==> src/rtl/fifo_memoria_pkg.sv <==
// fifo_memoria_pkg: shared sizing constants for the FIFO, its memory and the bench
package fifo_memoria_pkg;
  localparam int ADDR_WIDTH = 4;
  localparam int BUS_SIZE = 4;
  localparam int MEM_LENGTH = 1 << ADDR_WIDTH;
  localparam int CNT_W = ADDR_WIDTH + 1;
  localparam logic [CNT_W-1:0] DEPTH = CNT_W'(MEM_LENGTH);
endpackage

==> src/rtl/fifo_memoria_if.sv <==
// fifo_memoria_if: push/pop request bus plus data, occupancy and error status
interface fifo_memoria_if;
  import fifo_memoria_pkg::*;
  logic push, pop, valid_out, full, empty, almost_full, almost_empty, overflow_err, underflow_err;
  logic [BUS_SIZE-1:0] data_in, data_out;
  logic [CNT_W-1:0] count;
  modport master (output push, pop, data_in,
                  input data_out, valid_out, count, full, empty, almost_full, almost_empty, overflow_err, underflow_err);
  modport slave (input push, pop, data_in,
                 output data_out, valid_out, count, full, empty, almost_full, almost_empty, overflow_err, underflow_err);
endinterface

==> src/rtl/fifo_memoria_memoria_dp.sv <==
// memoria_dp: dual-port RAM, sync write, registered read that holds when idle; ports clk, reset, read/addressR, write/addressW/data_in, data_out
module memoria_dp
  import fifo_memoria_pkg::*;
(
  input  logic                  clk,
  input  logic                  reset,
  input  logic                  read,
  input  logic                  write,
  input  logic [ADDR_WIDTH-1:0] addressR,
  input  logic [ADDR_WIDTH-1:0] addressW,
  input  logic [BUS_SIZE-1:0]   data_in,
  output logic [BUS_SIZE-1:0]   data_out
);
  logic [BUS_SIZE-1:0] mem [MEM_LENGTH];
  // The array is deliberately not reset; only the read register is.
  always_ff @(posedge clk)
    if (write) mem[addressW] <= data_in;
  always_ff @(posedge clk or posedge reset)
    if (reset) data_out <= '0;
    else if (read) data_out <= mem[addressR];
endmodule

==> src/rtl/fifo_memoria.sv <==
// fifo_memoria: push/pop FIFO around memoria_dp with count, threshold flags and sticky errors; ports clk, reset, bus (slave)
module fifo_memoria
  import fifo_memoria_pkg::*;
#(
  parameter logic [CNT_W-1:0] ALMOST_FULL_TH = CNT_W'(MEM_LENGTH - 2),
  parameter logic [CNT_W-1:0] ALMOST_EMPTY_TH = CNT_W'(2)
) (
  input logic           clk,
  input logic           reset,
  fifo_memoria_if.slave bus
);
  logic [ADDR_WIDTH-1:0] wr_ptr_q, wr_ptr_d, rd_ptr_q, rd_ptr_d;
  logic [CNT_W-1:0] count_q, count_d;
  logic valid_q, ovf_q, ovf_d, udf_q, udf_d, push_ok, pop_ok, full, empty;
  // A full FIFO still accepts a push when a pop frees a slot in the same cycle.
  always_comb begin
    full = count_q == DEPTH;
    empty = count_q == '0;
    push_ok = bus.push & (!full | bus.pop);
    pop_ok = bus.pop & !empty;
    wr_ptr_d = wr_ptr_q + ADDR_WIDTH'(push_ok);
    rd_ptr_d = rd_ptr_q + ADDR_WIDTH'(pop_ok);
    count_d = push_ok == pop_ok ? count_q : push_ok ? count_q + CNT_W'(1) : count_q - CNT_W'(1);
    ovf_d = ovf_q | (bus.push & full & !bus.pop);
    udf_d = udf_q | (bus.pop & empty);
  end
  always_ff @(posedge clk or posedge reset)
    if (reset) begin
      wr_ptr_q <= '0;
      rd_ptr_q <= '0;
      count_q <= '0;
      valid_q <= 1'b0;
      ovf_q <= 1'b0;
      udf_q <= 1'b0;
    end else begin
      wr_ptr_q <= wr_ptr_d;
      rd_ptr_q <= rd_ptr_d;
      count_q <= count_d;
      valid_q <= pop_ok;
      ovf_q <= ovf_d;
      udf_q <= udf_d;
    end
  memoria_dp u_mem (
    .clk      (clk),
    .reset    (reset),
    .read     (pop_ok),
    .write    (push_ok),
    .addressR (rd_ptr_q),
    .addressW (wr_ptr_q),
    .data_in  (bus.data_in),
    .data_out (bus.data_out)
  );
  assign bus.valid_out = valid_q;
  assign bus.count = count_q;
  assign bus.full = full;
  assign bus.empty = empty;
  assign bus.almost_full = count_q >= ALMOST_FULL_TH;
  assign bus.almost_empty = count_q <= ALMOST_EMPTY_TH;
  assign bus.overflow_err = ovf_q;
  assign bus.underflow_err = udf_q;
endmodule

==> src/flat_wrapper.sv <==
// flat-port wrapper written by rule: the top's interface ports become plain ports
module fifo_memoria_flat import fifo_memoria_pkg::*;
#(
  parameter logic [CNT_W-1:0] ALMOST_FULL_TH = CNT_W'(MEM_LENGTH - 2),
  parameter logic [CNT_W-1:0] ALMOST_EMPTY_TH = CNT_W'(2)
)
  (clk, reset, bus_push, bus_pop, bus_data_in, bus_data_out, bus_valid_out, bus_count, bus_full, bus_empty, bus_almost_full, bus_almost_empty, bus_overflow_err, bus_underflow_err);
  fifo_memoria_if bus_i ();
  input logic clk;
  input logic reset;
  input wire logic [$bits(bus_i.push)-1:0] bus_push;
  input wire logic [$bits(bus_i.pop)-1:0] bus_pop;
  input wire logic [$bits(bus_i.data_in)-1:0] bus_data_in;
  output wire logic [$bits(bus_i.data_out)-1:0] bus_data_out;
  output wire logic [$bits(bus_i.valid_out)-1:0] bus_valid_out;
  output wire logic [$bits(bus_i.count)-1:0] bus_count;
  output wire logic [$bits(bus_i.full)-1:0] bus_full;
  output wire logic [$bits(bus_i.empty)-1:0] bus_empty;
  output wire logic [$bits(bus_i.almost_full)-1:0] bus_almost_full;
  output wire logic [$bits(bus_i.almost_empty)-1:0] bus_almost_empty;
  output wire logic [$bits(bus_i.overflow_err)-1:0] bus_overflow_err;
  output wire logic [$bits(bus_i.underflow_err)-1:0] bus_underflow_err;
  assign bus_i.push = bus_push;
  assign bus_i.pop = bus_pop;
  assign bus_i.data_in = bus_data_in;
  assign bus_data_out = bus_i.data_out;
  assign bus_valid_out = bus_i.valid_out;
  assign bus_count = bus_i.count;
  assign bus_full = bus_i.full;
  assign bus_empty = bus_i.empty;
  assign bus_almost_full = bus_i.almost_full;
  assign bus_almost_empty = bus_i.almost_empty;
  assign bus_overflow_err = bus_i.overflow_err;
  assign bus_underflow_err = bus_i.underflow_err;
  fifo_memoria #(.ALMOST_FULL_TH(ALMOST_FULL_TH), .ALMOST_EMPTY_TH(ALMOST_EMPTY_TH)) u_core (.clk(clk), .reset(reset), .bus(bus_i));
endmodule
==> config.mk <==
export PLATFORM = sky130hd
export DESIGN_NAME = fifo_memoria_flat
export DESIGN_NICKNAME = d
export VERILOG_FILES = /design/src/rtl/fifo_memoria_pkg.sv /design/src/rtl/fifo_memoria_if.sv /design/src/rtl/fifo_memoria_memoria_dp.sv /design/src/rtl/fifo_memoria.sv /design/src/flat_wrapper.sv
export SDC_FILE = /design/constraint.sdc
export NUM_CORES = 1
export LEC_CHECK = 0
export ABC_AREA = 1
export CORE_ASPECT_RATIO = 1.1
export CORE_MARGIN = 4
export CORE_UTILIZATION = 55
export CTS_BUF_LIST = sky130_fd_sc_hd__clkbuf_4
export DETAILED_ROUTE_END_ITERATION = 6
export PLACE_DENSITY = 0.75
export SKIP_LAST_GASP = 1
export SYNTH_ARGS = -nofsm -noshare
export SYNTH_HDL_FRONTEND = slang
export SYNTH_SLANG_ARGS = --single-unit
==> constraint.sdc <==
create_clock -name clk -period 2.6 [get_ports clk]
set_clock_uncertainty 0.1 [all_clocks]
set_input_delay 0.52 -clock clk [delete_from_list [all_inputs] [get_ports clk]]
set_output_delay 0.52 -clock clk [all_outputs]
set_load 0.01 [all_outputs]
# After elaboration in Yosys (flattened, before gate mapping)
# Memories as Yosys holds them, arrays and structs flattened. A register that Yosys moved wholly into a read port is not among the register bits.
# Cells that the tools add are included.
# Widths: inputs -> output; s select.
[op_classes] n_addsub=4 mul=0 div=0 n_lt_le_gt_ge=2 n_eq_ne=2 shifts=0 n_mux=3 n_bitwise=8 reduce_logical=4
[op_table] op="$add 4x1->4" n=2
[op_table] op="$add 5x1->5 const B" n=1
[op_table] op="$and 1x1->1" n=5
[op_table] op="$eq 5x5->1 const B" n=1
[op_table] op="$ge 5x4->1 const B" n=1
[op_table] op="$le 5x2->1 const B" n=1
[op_table] op="$logic_not 5->1" n=1
[op_table] op="$mux 5" n=1
[op_table] op="$sub 5x1->5 const B" n=1
[op_table] op="$logic_not 1->1" n=3
[op_table] op="$or 1x1->1" n=3
[op_table] op="$mux 1" n=2
[op_table] op="$eq 1x1->1" n=1
[totals] register_bits=16 latchBits=0 ram_bits=64 rom_bits=0 inputBits=8 out_inout_bits=16 word_cells=30 memories=1
[mem_list] name="u_core.u_mem.mem" words=16 word_bits=4 rd=1 rd_ports_with_merged_regs=1 write_ports=1 line="fifo_memoria_memoria_dp.sv:14" source="logic [BUS_SIZE-1:0] mem [MEM_LENGTH];"

# Depth between registers and ports, before layout
# Gate-level depths: netlist of the first run.
[logic_depth] ltp_word=6 mapped_depth=14 depth_no_buf=14

# By module
# A second synthesis of the first run with hierarchy kept.
[hier_totals] hier_cells=335 area_unflattened_um2=3748.6
[by_module_without_submodules] mod="memoria_dp" n_inst=1 cells_per_inst=256 area_each_um2=2914.0 seq_area_each_um2=2021.9
[by_module_without_submodules] mod="fifo_memoria" n_inst=1 cells_per_inst=79 area_each_um2=834.6 seq_area_each_um2=400.4

# Least setup slack after synthesis of the first run
# No wires, ideal clock.
[synth_timing] path_kind="flip-flop to flip-flop" from="register u_core.count_q[2] (netlist: u_core.bus.count[2])" to="register u_core.count_q[4] (netlist: u_core.bus.count[4])" setup_ps=113 t_arrival_ps=1901 t_required_ps=2387 slack_ps=486 stages_incl_launch_ff=14 path_buffers=0 period_less_slack_ps=2114 cell_sequence="dfrtp_1 nor2_2 nand3_1 nor2_2 nor2_4 inv_1 ha_1 a21oi_1 o21a_1 nand2_1 nand2_1 nand3_1 nand2_1 inv_1"
[synth_between] elab_chain_cells=5 elab_cells_between_ends=11 cone_classes="add/sub: 2; eq/ne: 2; mux: 1; bitwise: 3; reduce/logical: 3"
[synth_lines] item="from (decl)" line="fifo_memoria.sv:13" source="logic [CNT_W-1:0] count_q, count_d;"
[synth_lines] item="from (signal assigned)" line="fifo_memoria.sv:38" source="count_q <= count_d;"
[synth_lines] item="$eq 5x5->1" line="fifo_memoria.sv:17" source="full = count_q == DEPTH;"
[synth_lines] item="$logic_not 1->1" line="fifo_memoria.sv:19" source="push_ok = bus.push & (!full | bus.pop);"
[synth_lines] item="$or 1x1->1" line="fifo_memoria.sv:19"
[synth_lines] item="$and 1x1->1" line="fifo_memoria.sv:19"
[synth_lines] item="$mux 5 or $eq 1x1->1 (tied branches)" line="fifo_memoria.sv:23" source="count_d = push_ok == pop_ok ? count_q : push_ok ? count_q + CNT_W'(1) : count_q - CNT_W'(1);"
# Several ways; a longest one is shown, not always the timed one.
# A chain may end at the register's enable or synchronous reset.

# Worst setup path after layout of the first run
[layout_timing] from="register u_core.count_q[3] (netlist: u_core.bus.count[3])" to="output port bus_empty"
[layout_between] elab_chain_cells=1
[layout_lines] item="$logic_not 5->1" line="fifo_memoria.sv:18" source="empty = count_q == '0;"
[layout_lines] item="to (decl)" line="flat_wrapper.sv:18" source="output wire logic [$bits(bus_i.empty)-1:0] bus_empty;"
# No other way between the ends.

==> impl_metrics.toml, run 1 <==
[run_status]
status = "finished, final reports clean"

[logic_synthesis]
yosys-mux-area-fraction = 0
synth_enable_flop_cells = 64
yosysSeqAreaShare = 0.653
yosysWarningCount = 0
synth_fp_nets = 376
post_synth_num_cell_types = 24
synth.cell_area_um2 = 3710
simple_gate_share_of_the_synthesized_area = 0.233
post_synth_inst_count = 360
post_synth.cell_area_avg_um2 = 10.3
synthArstFlopShare = 0.238
synth_xor_xnor_area_share = 0.0142
synth.ff_latch_count = 84
post_synth_fa_ha_maj_area_fraction = 0.0290
synth-compound-area-share = 0.0246
ys.flop_type = "edfxtp_1"
synth_top_family_by_area = "simple AND/OR/NAND/NOR gates"

[sta]
hold_viol_final = 0
period_minus_slack_ns = 2.44
setup_tns_ns = 0
drv_slew = 0
max_freq_mhz = 410
max_slew_margin = 0.492
finalWorstSetupSlack_ns = 0.159
worst-slew-pin-transition_ns = 0.761
setup_viol = 0
timing.final.crit_share = 0.939
rsz0062_at_grt = "false"

[final_layout]
post_route_cells_drive_above_1_share = 0.0816
num_antenna_cells = 0
design_area_um2 = 4180
syn_to_final_growth_pct = 12.5
final_nets = 404

[clock_tree]
cts_inserted_buffers = 9
htree_levels = 3
clock_tree.buffer_depth = 2
cts_setup_buffers = 0
ctsResizeCount = 0
ctsRootBufferMaster = "clkbuf_4"
cts-hold-fix-buffers = 0
cts.clk_slew.worst_paths_ns = 0.12
clock-sinks = 84
clk-insertion-delay-late_ns = 0.42
cts_tree = "done"

[worst_setup_path]
worst_ep_arrival_time_ns = 1.82
critical_path.cell_chain = "nor2_2 -> nand3_2 -> inv_1 -> clkdlybuf4s50_1"
setup.worst_path.end_class = "primary output"
worst-path-max-fanout = 5
path_buf_inv = 2
timing.reg2reg.worst_path_depth = 13
timing_worst_setup_path_type = "register to primary output"
rrSetupSlack_ns = 0.38
critical_path.reg2reg.endpoint = "u_core.bus.count[4]"
cpPeakStageDelay_ns = 0.53
timing.critical_path.from_type = "register"
crit_path_slowest_cell = "clkdlybuf4s50_1"
worst_ep_required_time_ns = 1.98
regToRegStartpoint = "u_core.bus.count[3]"
family_of_cells_with_the_greatest_summed_delay_on_the_critical_path = "buffers and inverters"

[floorplan]
fp-row-count = 31
die_h_um = 94.1
floorplan.die_area_um2 = 8120
die_w_um = 86.3
floorplan.core_area_um2 = 6560
ios = 24
initial_utilization = 0.566

[route]
total_via_count_after_detailed_routing = 2466
routed_wl_um = 7050
avgRoutedWirePerCell_um = 14.9
viasPerCell = 5.20
first_pass_iters = 4
remaining_drc_errors = 0
detailedRoute.firstIterationViolations = 157
final_antenna_net_count = 0

[grt]
grt_overflow = 0
initial_antenna_violation_count = 0
first_global_vias = 2440
maximum_number_of_pins_on_one_net_before_global_route_repair = 34
grt_util_all_layers = 0.194
global_route_wire_length_before_repair_um = 11700

[placement]
pre_cts_slack_ns = 0.0866
postPlaceCellArea_um2 = 4020
hpwl_um = 4730
portBuffers = 23
finalWeightedCongestion = 0.871

[worst_hold_path]
holdCritStartpoint = "u_core.bus.overflow_err"
worst_min_delay_path_category = "register to register"
holdPathEnd = "u_core.bus.overflow_err"
min_delay_path_depth = 1

[pwr]
power.density_cell_area_nw_per_um2 = 1070
p_leak_nw = 1.77
max_rail_drop_vdd_mv = 0.725

[flow_run]
drv.max_cap_violation_count = 0
## layout make-up
type                       count  area (µm²)
clock inverter                 4        73.8
timing repair buffer          28         268
fill                         508        2380
tap                           82         103
inverter                      29         109
multi-input combinational    236        1120
sequential                    84        2420
clock buffer                  11        82.6
## worst max-delay path by stage
stage	start	to	slack [ns]	cells after the start
final	u_core.bus.count[3]	bus_empty	0.16	4
after global routing	u_core.bus.count[2]	bus_almost_empty	0.03	4
after CTS	u_core.bus.count[2]	bus_empty	0.12	4
after detailed placement	bus_push	u_core.bus.count[4]	0.09	12
after global placement	bus_push	u_core.bus.count[4]	0.14	12
after floorplan	u_core.bus.count[2]	u_core.bus.count[4]	0.49	13
## sequential cells by signal, indices dropped and copies added, names as in the netlist
| register | count |
|---|---|
| u_core.bus.overflow_err | 1 |
| u_core.u_mem.mem | 64 |
| u_core.bus.valid_out | 1 |
| u_core.u_mem.data_out | 4 |
| u_core.rd_ptr_q | 4 |
| u_core.bus.count | 5 |
| u_core.wr_ptr_q | 4 |
| u_core.bus.underflow_err | 1 |
## through the flow
| step | hold slack (ns) | cells | power [mW] | utilization |
|---|---|---|---|---|
| final | 0.397 | 474 | 4.48 | 0.637 |
| after global routing | 0.416 | 474 | 4.83 | 0.637 |
| after CTS | 0.399 | 474 | 4.51 | 0.637 |
| after detailed placement | 0.366 | 459 | 3.69 | 0.613 |
| after global placement | 0.363 | 459 | 3.65 | 0.613 |
| after floorplan | 0.361 | 360 | 3.11 | - |
## routing by layer
layer,GRT usage,up-vias,wire [µm]
li1,-,1236,-
met4,0.100,0,185
met5,0,-,0
met3,0.0360,16,360
met1,0.257,1154,3050
met2,0.306,60,3450
## placed cells by master, fill, tap and decap left out, types with 2 or more instances in the layout
master,count
a21oi_1,3
buf_4,5
bufinv_16,2
clkbuf_4,11
clkdlybuf4s50_1,23
dfrtp_1,20
edfxtp_1,64
ha_1,7
inv_1,26
inv_2,3
nand2_1,127
nand2_4,2
nand3_1,38
nand3_2,2
nor2_1,32
nor2_2,3
o21ai_0,9
o21bai_1,2
xor2_1,5
## Yosys cell counts, drive strengths merged, types with 2 or more instances
master	instances	share of area
o21ai	10	0.015
nand3	40	0.057
ha	7	0.024
a21oi	3	0.0040
nor2	36	0.040
inv	29	0.029
buf	10	0.016
dfrtp	20	0.13
edfxtp	64	0.52
o21bai	2	0.0040
nand2	129	0.13
xor2	5	0.012
## power breakdown
part	total, mW	internal, mW	switching (mW)
clock network	0.815	0.409	0.406
logic	1.73	0.665	1.06
registers	1.93	1.70	0.230
total	4.48	2.78	1.70
## cells by family after synthesis
family / Yosys count
and+or+nand+nor: 206
DFF: 84
buffers and inverters: 40
AOI/OAI and AO/OA: 16
adders and majority gates: 8
xor gates and xnor gates: 6
(Power assumes the default switching activity.)
==> run 2: changes to the inputs <==
- MAX_ROUTING_LAYER: default -> met4
==> run 2 against run 1 <==
Total power barely moved. Largest cell class unchanged. Highest routed layer unchanged. Via count is 0.69% lower. Critical path type unchanged. Sequential share of layout area unchanged. Routed wire length is 0.16% lower. Worst hold slack barely moved.
==> impl_metrics.toml, run 2 (synthesis gave the netlist of run 1 again) <==
[run_status]
status = "finished, final reports clean"

[route]
viasPerCell = 5.17
highest_layer = "met4"
routedLengthMet1_um = 3030
final_antenna_net_count = 0
routed_wl_um = 7040
route.met3.wl_um = 358
detailedRoute.firstIterationViolations = 168
total_via_count_after_detailed_routing = 2449
avgRoutedWirePerCell_um = 14.8
remaining_drc_errors = 0
first_pass_iters = 5
wl_met2_um = 3490

[worst_setup_path]
timing.critical_path.from_type = "register"
critical_path.cell_chain = "nor2_2 -> nand3_2 -> inv_1 -> clkdlybuf4s50_1"
crit_path_slowest_cell = "clkdlybuf4s50_1"
worst_ep_required_time_ns = 1.98
setup.worst_path.end_class = "primary output"
timing_worst_setup_path_type = "register to primary output"
worst_ep_arrival_time_ns = 1.83
path_buf_inv = 2
cpPeakStageDelay_ns = 0.53
family_of_cells_with_the_greatest_summed_delay_on_the_critical_path = "buffers and inverters"
worst-path-max-fanout = 5

[sta]
max_freq_mhz = 409
hold_viol_final = 0
setup_viol = 0
period_minus_slack_ns = 2.45
rsz0062_at_grt = "false"
drv_slew = 0
worst-slew-pin-transition_ns = 0.758
setup_tns_ns = 0
timing.final.crit_share = 0.941
max_slew_margin = 0.494

[pwr]
power_frac_comb = 0.385
max_rail_drop_vdd_mv = 0.723
sequentialPowerShare = 0.431
proportion_of_power_drawn_by_the_clock_network = 0.183
intPower_mw = 2.78
power_switching_mw = 1.70
p_leak_nw = 1.77
power.switching_fraction = 0.380
design_power_total_mw = 4.47
power.density_cell_area_nw_per_um2 = 1070

[clock_tree]
clk-insertion-delay-late_ns = 0.42
ctsResizeCount = 0
ctsRootBufferMaster = "clkbuf_4"
cts.clk_slew.worst_paths_ns = 0.12
clock-sinks = 84
cts_tree = "done"
htree_levels = 3
cts-hold-fix-buffers = 0
cts_inserted_buffers = 9
clock_tree.buffer_depth = 2
cts_setup_buffers = 0

[grt]
grt_util_all_layers = 0.200
initial_antenna_violation_count = 0
maximum_number_of_pins_on_one_net_before_global_route_repair = 34
first_global_vias = 2444
grt_overflow = 0
global_route_wire_length_before_repair_um = 11700

[placement]
hpwl_um = 4730
finalWeightedCongestion = 0.885
portBuffers = 23

[final_layout]
layout.core_utilization = 0.637
syn_to_final_growth_pct = 12.5
layout.cells.most_common = "nand2_1"
post_route_cells_drive_above_1_share = 0.0816
num_antenna_cells = 0
filler_cell_count = 508
largest-register = "u_core.u_mem.mem"
final_cell_mix = "127 x nand2_1, 64 x edfxtp_1, 38 x nand3_1"
flip_flop_count_of_the_largest_register_after_layout = 64
final_nets = 404
multiInputGateArea_um2 = 1120
seqCellArea_um2 = 2420

[floorplan]
floorplan.die_area_um2 = 8120
floorplan.core_area_um2 = 6560
initial_utilization = 0.566
die_w_um = 86.3
fp-row-count = 31
ios = 24
die_h_um = 94.1

[worst_hold_path]
worst_min_delay_path_category = "register to register"

[flow_run]
drv.max_cap_violation_count = 0
[run 2: cell counts in the layout (fill, tap and decap cells not counted)]
No cell type changed its count.
[run 2: final cells by class]
| class | count | area share |
|---|---|---|
| flip-flops and latches | 84 | 0.580 |
| multi-input cells | 236 | 0.268 |
| repair buffers | 28 | 0.0641 |
| inverters | 29 | 0.0261 |
| well taps | 82 | 0.0246 |
| clock buffers | 11 | 0.0198 |
| clock inverters | 4 | 0.0177 |
[run 2: worst paths after layout]
path,start,endpoint,slack [ns],cells past startpoint
max,u_core.bus.count[3],bus_empty,0.15,4
min,u_core.bus.overflow_err,u_core.bus.overflow_err,0.40,1
max reg2reg,u_core.bus.count[3],u_core.bus.count[4],0.38,13
min reg2reg,u_core.bus.overflow_err,u_core.bus.overflow_err,0.40,1
max in group asynchronous,reset,u_core.wr_ptr_q[0],1.51,2
min in group asynchronous,reset,u_core.rd_ptr_q[1],0.41,2
[run 2: power by group through the flow]
stage          sequential (mW)  combinational (mW)  clock (mW)
3_3_place_gp              1.96                1.69           0
4_1_cts                   1.93                1.74       0.835
5_1_grt                   1.96                1.97       0.904
6_report                  1.93                1.72       0.819
3_5_place_dp              1.96                1.72           0
2_1_floorplan             1.90                1.21           0
[run 2: metal layers]
layer	vias up	global-route usage
met4	0	0.100
met2	57	0.305
li1	1237	-
met5	-	-
met1	1142	0.258
met3	13	0.0360
[run 2: through the flow]
step / cell area, µm² / instances / hold slack (ns) / setup WS [ns]
after CTS: 4180 / 474 / 0.399 / 0.121
after floorplan: 3710 / 360 / 0.361 / 0.486
after detailed placement: 4020 / 459 / 0.366 / 0.0866
after global routing: 4180 / 474 / 0.416 / 0.0316
final: 4180 / 474 / 0.397 / 0.153
after global placement: 4020 / 459 / 0.363 / 0.141
==> run 3: changes to the inputs <==
- CAP_MARGIN: default -> 20
==> results of run 3 <==
The final DEF is identical to that of run 2; final timing and power are the same.
